[config.mk]
export PLATFORM = sky130hd
export DESIGN_NAME = ram_rr_arbiter_flat
export DESIGN_NICKNAME = d
export VERILOG_FILES = /design/src/rtl/ram_rr_arbiter_if.sv /design/src/rtl/ram_rr_arbiter.sv /design/src/flat_wrapper.sv
export SDC_FILE = /design/constraint.sdc
export NUM_CORES = 1
export LEC_CHECK = 0
export CAP_MARGIN = 20
export CORE_UTILIZATION = 30
export DETAILED_ROUTE_END_ITERATION = 8
export DONT_BUFFER_PORTS = 1
export PLACE_DENSITY = 0.42
export SLEW_MARGIN = 20
export SYNTH_ARGS = -nofsm -noshare
export SYNTH_HDL_FRONTEND = slang
export SYNTH_SLANG_ARGS = --single-unit
[constraint.sdc]
create_clock -name clk -period 2.45 [get_ports clk]
set_input_delay 0.245 -clock clk [delete_from_list [all_inputs] [get_ports clk]]
set_output_delay 0.245 -clock clk [all_outputs]
set_load 0.1 [all_outputs]
[src/rtl/ram_rr_arbiter_if.sv]
// ram_rr_arbiter_if: requester and RAM-side signals of the round-robin RAM arbiter
interface ram_rr_arbiter_if #(
  parameter int ADDR_W = 10,
  parameter int DATA_W = 32
);
  logic [2:0]        req, we, grant, ack;
  logic [ADDR_W-1:0] addr0, addr1, addr2, ram_addr;
  logic [DATA_W-1:0] wdata0, wdata1, wdata2, rdata, ram_di, ram_do;
  logic              ram_en, ram_we, busy;
  modport slave (
    input  req, we, addr0, addr1, addr2, wdata0, wdata1, wdata2, ram_do,
    output grant, ack, rdata, ram_en, ram_we, ram_addr, ram_di, busy
  );
  modport master (
    output req, we, addr0, addr1, addr2, wdata0, wdata1, wdata2, ram_do,
    input  grant, ack, rdata, ram_en, ram_we, ram_addr, ram_di, busy
  );
endinterface

[src/rtl/ram_rr_arbiter.sv]
// ram_rr_arbiter: three-port round-robin arbiter with bounded bursts onto a single-port RAM
module ram_rr_arbiter #(
  parameter int ADDR_W    = 10,
  parameter int DATA_W    = 32,
  parameter int MAX_BURST = 4
) (
  input logic             clk,
  input logic             reset,
  ram_rr_arbiter_if.slave bus
);
  logic              r_own_v, r_en, r_we, r_ack_v;
  logic [1:0]        r_own, r_last, r_iss_id, r_ack_id;
  logic [3:0]        r_cnt;
  logic [2:0]        r_grant, r_ack;
  logic [ADDR_W-1:0] r_addr;
  logic [DATA_W-1:0] r_di;
  logic              w_any, w_cont;
  logic [1:0]        w_p1, w_p2, w_sel, w_win;
  logic [ADDR_W-1:0] w_addr;
  logic [DATA_W-1:0] w_wdata;
  always_comb begin
    w_any   = |bus.req;
    // the owner keeps the RAM until its burst budget runs out and someone else is waiting
    w_cont  = r_own_v && bus.req[r_own] &&
              (r_cnt < 4'(MAX_BURST) || (bus.req & ~(3'b001 << r_own)) == 3'b000);
    w_p1    = (r_last == 2'd2) ? 2'd0 : r_last + 2'd1;
    w_p2    = (w_p1 == 2'd2) ? 2'd0 : w_p1 + 2'd1;
    w_sel   = bus.req[w_p1] ? w_p1 : bus.req[w_p2] ? w_p2 : r_last;
    w_win   = w_cont ? r_own : w_sel;
    w_addr  = (w_win == 2'd0) ? bus.addr0 : (w_win == 2'd1) ? bus.addr1 : bus.addr2;
    w_wdata = (w_win == 2'd0) ? bus.wdata0 : (w_win == 2'd1) ? bus.wdata1 : bus.wdata2;
  end
  always_ff @(posedge clk) begin
    if (reset) begin
      r_own_v  <= 1'b0;
      r_own    <= 2'd0;
      r_last   <= 2'd2;
      r_cnt    <= 4'd0;
      r_grant  <= 3'b000;
      r_en     <= 1'b0;
      r_we     <= 1'b0;
      r_addr   <= '0;
      r_di     <= '0;
      r_iss_id <= 2'd0;
      r_ack_v  <= 1'b0;
      r_ack_id <= 2'd0;
      r_ack    <= 3'b000;
    end else begin
      r_own_v  <= w_any;
      r_own    <= w_win;
      r_last   <= w_any ? w_win : r_last;
      r_cnt    <= !w_any ? 4'd0 : (!w_cont || r_cnt == 4'(MAX_BURST)) ? 4'd1 : r_cnt + 4'd1;
      r_grant  <= w_any ? 3'b001 << w_win : 3'b000;
      r_en     <= w_any;
      r_we     <= w_any & bus.we[w_win];
      r_addr   <= w_any ? w_addr : '0;
      r_di     <= w_any ? w_wdata : '0;
      r_iss_id <= w_win;
      r_ack_v  <= r_en;
      r_ack_id <= r_iss_id;
      r_ack    <= r_ack_v ? 3'b001 << r_ack_id : 3'b000;
    end
  end
  assign bus.grant    = r_grant;
  assign bus.ack      = r_ack;
  assign bus.ram_en   = r_en;
  assign bus.ram_we   = r_we;
  assign bus.ram_addr = r_addr;
  assign bus.ram_di   = r_di;
  assign bus.rdata    = bus.ram_do;
  assign bus.busy     = r_en | r_ack_v;
endmodule

[src/flat_wrapper.sv]
// flat-port wrapper written by rule: the top's interface ports become plain ports
module ram_rr_arbiter_flat 
#(
  parameter int ADDR_W    = 10,
  parameter int DATA_W    = 32,
  parameter int MAX_BURST = 4
)
  (clk, reset, bus_req, bus_we, bus_addr0, bus_addr1, bus_addr2, bus_wdata0, bus_wdata1, bus_wdata2, bus_ram_do, bus_grant, bus_ack, bus_rdata, bus_ram_en, bus_ram_we, bus_ram_addr, bus_ram_di, bus_busy);
  ram_rr_arbiter_if #(.ADDR_W(ADDR_W), .DATA_W(DATA_W)) bus_i ();
  input logic clk;
  input logic reset;
  input wire logic [$bits(bus_i.req)-1:0] bus_req;
  input wire logic [$bits(bus_i.we)-1:0] bus_we;
  input wire logic [$bits(bus_i.addr0)-1:0] bus_addr0;
  input wire logic [$bits(bus_i.addr1)-1:0] bus_addr1;
  input wire logic [$bits(bus_i.addr2)-1:0] bus_addr2;
  input wire logic [$bits(bus_i.wdata0)-1:0] bus_wdata0;
  input wire logic [$bits(bus_i.wdata1)-1:0] bus_wdata1;
  input wire logic [$bits(bus_i.wdata2)-1:0] bus_wdata2;
  input wire logic [$bits(bus_i.ram_do)-1:0] bus_ram_do;
  output wire logic [$bits(bus_i.grant)-1:0] bus_grant;
  output wire logic [$bits(bus_i.ack)-1:0] bus_ack;
  output wire logic [$bits(bus_i.rdata)-1:0] bus_rdata;
  output wire logic [$bits(bus_i.ram_en)-1:0] bus_ram_en;
  output wire logic [$bits(bus_i.ram_we)-1:0] bus_ram_we;
  output wire logic [$bits(bus_i.ram_addr)-1:0] bus_ram_addr;
  output wire logic [$bits(bus_i.ram_di)-1:0] bus_ram_di;
  output wire logic [$bits(bus_i.busy)-1:0] bus_busy;
  assign bus_i.req = bus_req;
  assign bus_i.we = bus_we;
  assign bus_i.addr0 = bus_addr0;
  assign bus_i.addr1 = bus_addr1;
  assign bus_i.addr2 = bus_addr2;
  assign bus_i.wdata0 = bus_wdata0;
  assign bus_i.wdata1 = bus_wdata1;
  assign bus_i.wdata2 = bus_wdata2;
  assign bus_i.ram_do = bus_ram_do;
  assign bus_grant = bus_i.grant;
  assign bus_ack = bus_i.ack;
  assign bus_rdata = bus_i.rdata;
  assign bus_ram_en = bus_i.ram_en;
  assign bus_ram_we = bus_i.ram_we;
  assign bus_ram_addr = bus_i.ram_addr;
  assign bus_ram_di = bus_i.ram_di;
  assign bus_busy = bus_i.busy;
  ram_rr_arbiter #(.ADDR_W(ADDR_W), .DATA_W(DATA_W), .MAX_BURST(MAX_BURST)) u_core (.clk(clk), .reset(reset), .bus(bus_i));
endmodule
# ---- Word level (Yosys, flattened, before mapping)
# Cells that the tools add are included.
# W data, S select, Z words.
dict set report op_classes {
  n_mul 0
  n_eq_ne 4
  muxes 18
  div_mod_pow 0
  n_addsub 3
  n_shift 3
  n_reduce_logical 11
  order_cmp 5
  bitwise 6
}
# cell n
set op_table {}
lappend op_table {{$mux W32} 2}
lappend op_table {{$mux W10} 2}
lappend op_table {{$lt A2 B3 Y1 const B} 4}
lappend op_table {{$mux W2} 5}
lappend op_table {{$shl A1 B2 Y3 const A} 3}
lappend op_table {{$bmux W1 S2} 4}
lappend op_table {{$reduce_or A3 Y1} 2}
lappend op_table {{$mux W1} 5}
lappend op_table {{$add A2 B1 Y2 const B} 2}
lappend op_table {{$add A4 B1 Y4 const B} 1}
lappend op_table {{$eq A2 B2 Y1 const B} 2}
lappend op_table {{$eq A4 B3 Y1 const B} 1}
lappend op_table {{$lt A4 B3 Y1 const B} 1}
lappend op_table {{$reduce_or A2 Y1} 2}
lappend op_table {{$and A3 B3 Y3} 1}
lappend op_table {{$logic_not A3 Y1} 1}
lappend op_table {{$not A3 Y3} 1}
lappend op_table {{$eq A2 B1 Y1 const B} 1}
lappend op_table {{$logic_and A1 B1 Y1} 2}
lappend op_table {{$logic_not A2 Y1} 1}
lappend op_table {{$logic_or A1 B1 Y1} 2}
lappend op_table {{$not A1 Y1} 2}
lappend op_table {{$and A1 B1 Y1} 1}
lappend op_table {{$logic_not A1 Y1} 1}
lappend op_table {{$or A1 B1 Y1} 1}
dict set report word_totals {
  wordCells 62
  input_bits 166
  mem_bits_ro 0
  latchBits 0
  ram_bits 0
  memories 0
  reg_bits 61
  out_inout_bits 83
}

# ---- Longest topological paths before layout
dict set report logic_depth {
  ltp_word 12
  mapped_depth 7
  depth_no_buf 6
}

# ---- Worst setup path before layout
# OpenSTA, ideal clock, no wires.
dict set report synth_path {
  path_type {reg2reg}
  start {register u_core.r_own_v}
  end {register u_core.r_addr[0] (netlist: u_core.bus.ram_addr[0])}
  synth_period_minus_slack_ps 2405
  setup_time_ps 124
  path_buffers 2
  required_ps 2326
  stages_incl_launch_ff 7
  arrival_ps 2281
  slack_ps 45
  cell_sequence {dfxtp_1 inv_1 nor4_4 or2_1 buf_4 buf_4 a31oi_1}
}
dict set report synth_between {
  elab_chain_len 6
  elab_cells_between_ends 7
  classes_between {1 x eq/ne; 3 x mux; 3 x reduce/logical}
}
# item line
set synth_rtl {}
lappend synth_rtl {{from (decl)} ram_rr_arbiter.sv:11} ;# logic r_own_v, r_en, r_we, r_ack_v;
lappend synth_rtl {{from (signal assigned)} ram_rr_arbiter.sv:49} ;# r_own_v <= w_any;
lappend synth_rtl {{$logic_and A1 B1 Y1 * (2 in a row)} ram_rr_arbiter.sv:24} ;# w_cont = r_own_v && bus.req[r_own] &&
lappend synth_rtl {{$mux W2 *} ram_rr_arbiter.sv:29} ;# w_win = w_cont ? r_own : w_sel;
lappend synth_rtl {{$eq A2 B1 Y1} ram_rr_arbiter.sv:30} ;# w_addr = (w_win == 2'd0) ? bus.addr0 : (w_win == 2'd1) ? bus.addr1 : bus.addr2;
lappend synth_rtl {{$mux W10} ram_rr_arbiter.sv:30}
lappend synth_rtl {{$mux W10 *} ram_rr_arbiter.sv:30}
lappend synth_rtl {{to (signal assigned)} ram_rr_arbiter.sv:56} ;# r_addr <= w_any ? w_addr : '0;
lappend synth_rtl {{to (decl)} ram_rr_arbiter.sv:15} ;# logic [ADDR_W-1:0] r_addr;
# Mark *: on every way between the ends. The rest lies on a longest branch, timed or not.
# A chain may end at the register's enable or synchronous reset.

# ---- Final worst setup path
dict set report layout_path {
  start {register u_core.r_own[1]}
  end {register u_core.r_di[26] (netlist: u_core.bus.ram_di[26])}
}
dict set report layout_between {
  elab_chain_len 10
  elab_cells_between_ends 14
  classes_between {1 x eq/ne; 1 x shift; 5 x mux; 2 x bitwise; 5 x reduce/logical}
}
# item line
set layout_rtl {}
lappend layout_rtl {{from (decl)} ram_rr_arbiter.sv:12} ;# logic [1:0] r_own, r_last, r_iss_id, r_ack_id;
lappend layout_rtl {{from (signal assigned)} ram_rr_arbiter.sv:50} ;# r_own <= w_win;
lappend layout_rtl {{$shl A1 B2 Y3} ram_rr_arbiter.sv:25} ;# (r_cnt < 4'(MAX_BURST) || (bus.req & ~(3'b001 << r_own)) == 3'b000);
lappend layout_rtl {{$not A3 Y3} ram_rr_arbiter.sv:25}
lappend layout_rtl {{$and A3 B3 Y3} ram_rr_arbiter.sv:25}
lappend layout_rtl {{$logic_not A3 Y1} ram_rr_arbiter.sv:25}
lappend layout_rtl {{$logic_or A1 B1 Y1} ram_rr_arbiter.sv:25}
lappend layout_rtl {{$logic_and A1 B1 Y1} ram_rr_arbiter.sv:24}
lappend layout_rtl {{$mux W2 *} ram_rr_arbiter.sv:29}
lappend layout_rtl {{$eq A2 B1 Y1} ram_rr_arbiter.sv:31} ;# w_wdata = (w_win == 2'd0) ? bus.wdata0 : (w_win == 2'd1) ? bus.wdata1 : bus.wdata2;
lappend layout_rtl {{$mux W32} ram_rr_arbiter.sv:31}
lappend layout_rtl {{$mux W32 *} ram_rr_arbiter.sv:31}
lappend layout_rtl {{to (signal assigned)} ram_rr_arbiter.sv:57} ;# r_di <= w_any ? w_wdata : '0;
lappend layout_rtl {{to (decl)} ram_rr_arbiter.sv:16} ;# logic [DATA_W-1:0] r_di;
# Mark *: on every way between the ends. The rest lies on a longest branch, timed or not. The select of a mux whose other input is x is not followed.

==> flow_summary.toml <==
[sta]
holdWs_ps = 69.3
worst_slew_pin_slew_ps = 967
max_freq_mhz = 454
slew_headroom = 0.354
drv_slew = 0
fin_worst_skew_ps = 10.0
setup_violations = 0
min_period_over_period = 0.900
final.min_clock_period_ps = 2200
hold_viol = 0
rsz0062_at_grt = "false"
setup_tns_ps = 0

[floorplanning]
die_w_um = 106
die_area_um2 = 11300
io_pins = 249
rows = 37
floorplan.core_area_um2 = 10400
start_util = 0.313
die_h_um = 106

[clock_network]
clockBufferDepth = 2
numCtsBuffers = 9
postCtsResizedCells = 0
clkTransAtPathRegs_ps = 70
clk_latency_ps = 340
cts_root_buf = "clkbuf_8"
cts_tree = "yes"
cts_num_sinks = 61
htree_levels = 3

[logic_synthesis]
synth_top_family_by_area = "compound AO/OA/AOI/OAI gates"
syn_area_per_cell_um2 = 8.82
synthMuxAreaShare = 0.00307
synth_top_cell_by_area = "dfxtp_1"
ys_ff_latch = 61
synth_simple_gate_area_frac = 0.198
synth_adder_area_share = 0.00767
ys_seq_area_frac = 0.374
syn-instance-count = 370
synthFlopType = "dfxtp_1"
synth.top_cells.by_area = "dfxtp_1 37%, o31ai_1 9.9%, a31oi_1 8.2%"
yosys.cell_types.count = 40
synth_xor_xnor_area_share = 0
ys_async_sr_fraction = 0
synth-edff-count = 0
synth_nets = 538
synth_top_area_share = 0.374
synth_compound_area_frac = 0.284
syn_area_um2 = 3260
ys_warn_count = 0

[job]
cap_violations = 0

[route]
first_pass_iters = 6
vias = 2720
ant_nets = 0
drc = 0
wl_mm = 10.4
via_per_inst = 5.76
drt-initial-drc-count = 126
wire_per_inst_um = 22.0

[grt]
grt_pass1_wl_mm = 15.7
track_usage = 0.182
overflow = 0
grt_pass1_vias = 2832
antenna_found_initial = 3
grt_max_degree = 88

[setup_path]
worstSetupStartpoint = "u_core.r_own[1]"
reg2reg_from = "u_core.r_own[1]"
critPathKind = "reg2reg"
r2r-end = "u_core.bus.ram_di[26]"
rrSetupSlack_ps = 250
worst_setup_path_start_kind = "register"
crit_arrival_ps = 2470
reg2reg_depth = 6
worst_ep_required_time_ps = 2710
cp_max_fo = 87
critPathCaptureType = "register"

[placement]
gp_congestion = 0.767
io_buffers = 0
postPlaceCellArea_um2 = 3240
dpl.hpwl_mm = 7.07

[pwr]
seq_power_share = 0.557
comb_power_share = 0.220
leakagePower_nw = 1.20
p_int_mw = 1.71
peakVddDrop_mv = 0.308
p_sw_frac = 0.485
pwr-share-clk = 0.223
netSwitchingPower_mw = 1.61
finalPower_mw = 3.31
power.density_nw_per_um2 = 973

[cells_and_area]
fin_area_um2 = 3410
nets = 498
drive_gt1_frac = 0.162
final_cell_mix = "61 x dfxtp_1, 43 x o31ai_1, 42 x o21ai_0, 42 x a31oi_1, 27 x or3b_1"
layout_commonest_cell = "dfxtp_1"
syn2layout_area_growth_pct = 4.45

[min_path]
hold_depth = 2
hp-class = "in2reg"
whs_endpoint = "u_core.bus.ram_di[15]"
min_from = "bus_wdata1[15]"

[status]
status = "finished, final reports clean"
[power by group through the flow]
stage	logic, mW	clock network [mW]	registers [mW]
CTS	0.733	0.769	1.85
floorplan	0.675	0	1.97
finish	0.728	0.740	1.85
detailed placement	0.729	0	1.87
global route	0.793	0.818	1.86
global placement	0.720	0	1.87
[how the worst max path moves through the flow]
stage,endpoint,slack (ps),cells past startpoint
2_1_floorplan,u_core.bus.ram_addr[0],40,6
3_3_place_gp,u_core.bus.ram_di[10],320,6
3_5_place_dp,u_core.bus.ram_di[30],280,6
4_1_cts,u_core.bus.ram_di[30],250,6
5_1_grt,u_core.bus.ram_di[30],130,6
6_report,u_core.bus.ram_di[26],250,6
[synthesized netlist by cell type, drive strengths merged (2+ instances only)]
master  number
dfxtp       61
a31oi       44
buf         44
o21ai       43
o31ai       43
or3b        43
clkbuf      25
nor2         9
inv          8
nor3         7
nor2b        6
nand2        5
or2          4
nor4         3
o21a         3
a21oi        2
and3         2
ha           2
nand3        2
nor4bb       2
o32ai        2
[registers in the layout (all words and copies together) (netlist names), 2 cells and up]
signal and flops:
u_core.bus.ack 3, u_core.bus.grant 3, u_core.bus.ram_addr 10, u_core.bus.ram_di 32, u_core.r_ack_id 2, u_core.r_cnt 4, u_core.r_last 2, u_core.r_own 2
[logic make-up (layout without fill, tap and decap cells)]
logic type / count (synthesis) / in the layout
flip-flops: 61 / 61
multiplexers: 1 / 1
AND/OR/NAND/NOR: 87 / 87
adder cells (fa/ha/maj): 2 / 2
buffers and inverters: 77 / 40
AO/OA/AOI/OAI: 142 / 142
other: 0 / 3
[what timing repair did]
item                                   4_1_cts  5_1_grt
hold buffers                                 1        0
endpoints found under the hold margin       10        0
setup buffers                                0        0
[layout make-up]
class	instances	area, um2
Fill cell	1106	7010
Multi-Input combinational cell	232	1630
Sequential cell	61	1220
Timing Repair Buffer	18	200
Tap cell	136	170
Clock buffer	11	131
Inverter	8	30.0
Clock inverter	3	15.0
Antenna cell	3	7.51
[stage by stage]
stage	util	setup WS, ps	cells
final	0.327	246	472
after detailed placement	0.311	280	454
after global placement	0.311	320	454
after floorplan	-	44.7	370
after CTS	0.326	253	469
after global routing	0.327	132	471
[critical path: stages, from the launching register on]
cell and delay, ps:
dfxtp_1 460, nor2b_1 110, o32ai_2 480, a31oi_4 150, buf_12 210, or3b_2 480
a31oi_1 170
[metal layers]
metal	track usage	wire length, um
met5	0	0
met2	0.309	5130
met1	0.195	4030
met3	0.0613	828
met4	0.113	411
No activity file was read; power rests on OpenSTA's default activity.
==> RTL change: new RTL, same settings <==
`DATA_W` is set to 32 in 3 places; all go to 48.
--- a/src/rtl/ram_rr_arbiter_if.sv
+++ b/src/rtl/ram_rr_arbiter_if.sv
@@ -3,3 +3,3 @@
   parameter int ADDR_W = 10,
-  parameter int DATA_W = 32
+  parameter int DATA_W = 48
 );
--- a/src/rtl/ram_rr_arbiter.sv
+++ b/src/rtl/ram_rr_arbiter.sv
@@ -3,3 +3,3 @@
   parameter int ADDR_W    = 10,
-  parameter int DATA_W    = 32,
+  parameter int DATA_W    = 48,
   parameter int MAX_BURST = 4
--- a/src/flat_wrapper.sv
+++ b/src/flat_wrapper.sv
@@ -4,3 +4,3 @@
   parameter int ADDR_W    = 10,
-  parameter int DATA_W    = 32,
+  parameter int DATA_W    = 48,
   parameter int MAX_BURST = 4
Ports: changed (6 resized); port bits go from 249 to 345. No check against the original RTL was run, so the function may have changed too.
==> RTL change against the unedited design <==
Sequential power is 38% higher. Final area grew 58%. Power rose by 55%. Final cell count is 47% higher. Synthesized area rose by 56%. Setup slack better by 11 ps. Combinational power is 61% higher. Maximum frequency up 0.48%. Sequential cell count is 16 higher. First-iteration DRC count is 4.8% lower. Wire length rose by 47%. Largest cell class unchanged.
==> RTL change: results <==
export IMPL_place_inst=672
export IMPL_port_buffers=0
export IMPL_synth_top_cell_area_share=0.302
export IMPL_cp_slowest_stage_delay_ps=440
export IMPL_n_antenna_cell=0
export IMPL_p_leak_nw=2.13
export IMPL_h_tree_depth=3
export IMPL_cts_root_buffer="clkbuf_16"
export IMPL_outcome="finished, final reports clean"
export IMPL_path_delay_family="compound AO/OA/AOI/OAI gates"
export IMPL_drive_above_1_share=0.213
export IMPL_hold_path_startpoint="bus_we[2]"
export IMPL_grt_use_total=0.168
export IMPL_synthDistinctLibCells=45
export IMPL_syn_inst=527
export IMPL_vias=3813
export IMPL_skew_ps=7.83
export IMPL_ctsResizeCount=0
export IMPL_clk_latency_ps=350
export IMPL_ys_top_cells_by_count="114 x mux2i_1, 77 x dfxtp_1, 59 x a21oi_1, 58 x o31ai_1, 50 x buf_4"
export IMPL_yosysWarningCount=0
export IMPL_whs_ps=57.1
export IMPL_ctsLongestPathBuffers=2
export IMPL_clk_pin_slew_worst_paths_ps=70
export IMPL_finalHoldViolCount=0
export IMPL_hold_path_end="u_core.bus.ram_we"
export IMPL_syn_nets=759
export IMPL_reg2reg_depth=7
export IMPL_antenna_found_initial=0
export IMPL_largest_reg_flops=48
export IMPL_cts_buffers=9
export IMPL_via_per_inst=5.49
export IMPL_seq_area_frac_synth=0.302
export IMPL_synth_async_sr_flop_share=0
export IMPL_worstPathArrival_ps=2450
export IMPL_critPathSlowestCell="dfxtp_1"
export IMPL_dp_slack_ps=82.7
export IMPL_hpwlAfterDp_um=11200
export IMPL_min_path_cells=2
export IMPL_nNetsFinal=702
export IMPL_wl_per_cell_um=21.9
export IMPL_drt_iter0_markers=120
export IMPL_grt_max_degree=44
export IMPL_ys_top_cells_by_area="dfxtp_1 30%, mux2i_1 22%, mux2_2 11%, o31ai_1 8.5%, buf_4 7.4%"
export IMPL_gp_congestion=0.789
export IMPL_crit_fanout=36
export IMPL_rrSetupSlack_ps=260
export IMPL_place_area_um2=5030
export IMPL_endpoint="u_core.bus.ram_we"
export IMPL_drt_first_pass_iters=4
export IMPL_max_vdd_ir_drop_uv=379
export IMPL_slew_limit_headroom=0.335
export IMPL_first_global_vias=3900
export IMPL_grt_pass1_wl_um=22500
export IMPL_max_freq_mhz=456
RTL change: timing repair:
| item | 4_1_cts | 5_1_grt |
|---|---|---|
| endpoints found under the hold margin | 10 | 0 |
| setup endpoints to repair | 0 | 28 |
| buffers inserted | 0 | 6 |
| hold buffers | 1 | 0 |
RTL change: worst reg2reg max path: stages (launching register included):
cell,delay (ps)
dfxtp_1,440
mux2_2,380
a21oi_1,300
nor3_4,80
buf_4,140
or2_2,320
buf_12,180
o32ai_1,280
RTL change: cell families (layout without fill, tap and decap cells):
group / count (synthesis) / in the layout / share of synthesized area
adder cells (fa/ha/maj): 2 / 2 / 0.00490
multiplexers: 173 / 173 / 0.354
XOR/XNOR: 2 / 2 / 0.00343
AO/OA/AOI/OAI: 132 / 132 / 0.173
buffers and inverters: 99 / 47 / 0.117
flip-flops: 77 / 77 / 0.302
AND/OR/NAND/NOR: 42 / 42 / 0.0458
RTL change: layout make-up:
type	instances	area (um2)
well taps	220	275
clock inverters	7	80.1
inverters	4	15.0
fillers	1719	11200
clock buffers	9	225
repair buffers	27	268
multi-input cells	351	2980
flip-flops and latches	77	1550
RTL change: routing by layer:
layer,part of all wire,GRT usage
met1,0.39,0.187
met2,0.49,0.285
met3,0.083,0.0498
met4,0.038,0.0996
met5,0,0
RTL change: power breakdown:
| part | total, mW | internal, mW | switching [mW] |
|---|---|---|---|
| Combinational | 1.17 | 0.527 | 0.644 |
| Sequential | 2.56 | 1.42 | 1.14 |
| Clock | 1.41 | 0.805 | 0.607 |
| Total | 5.15 | 2.75 | 2.40 |
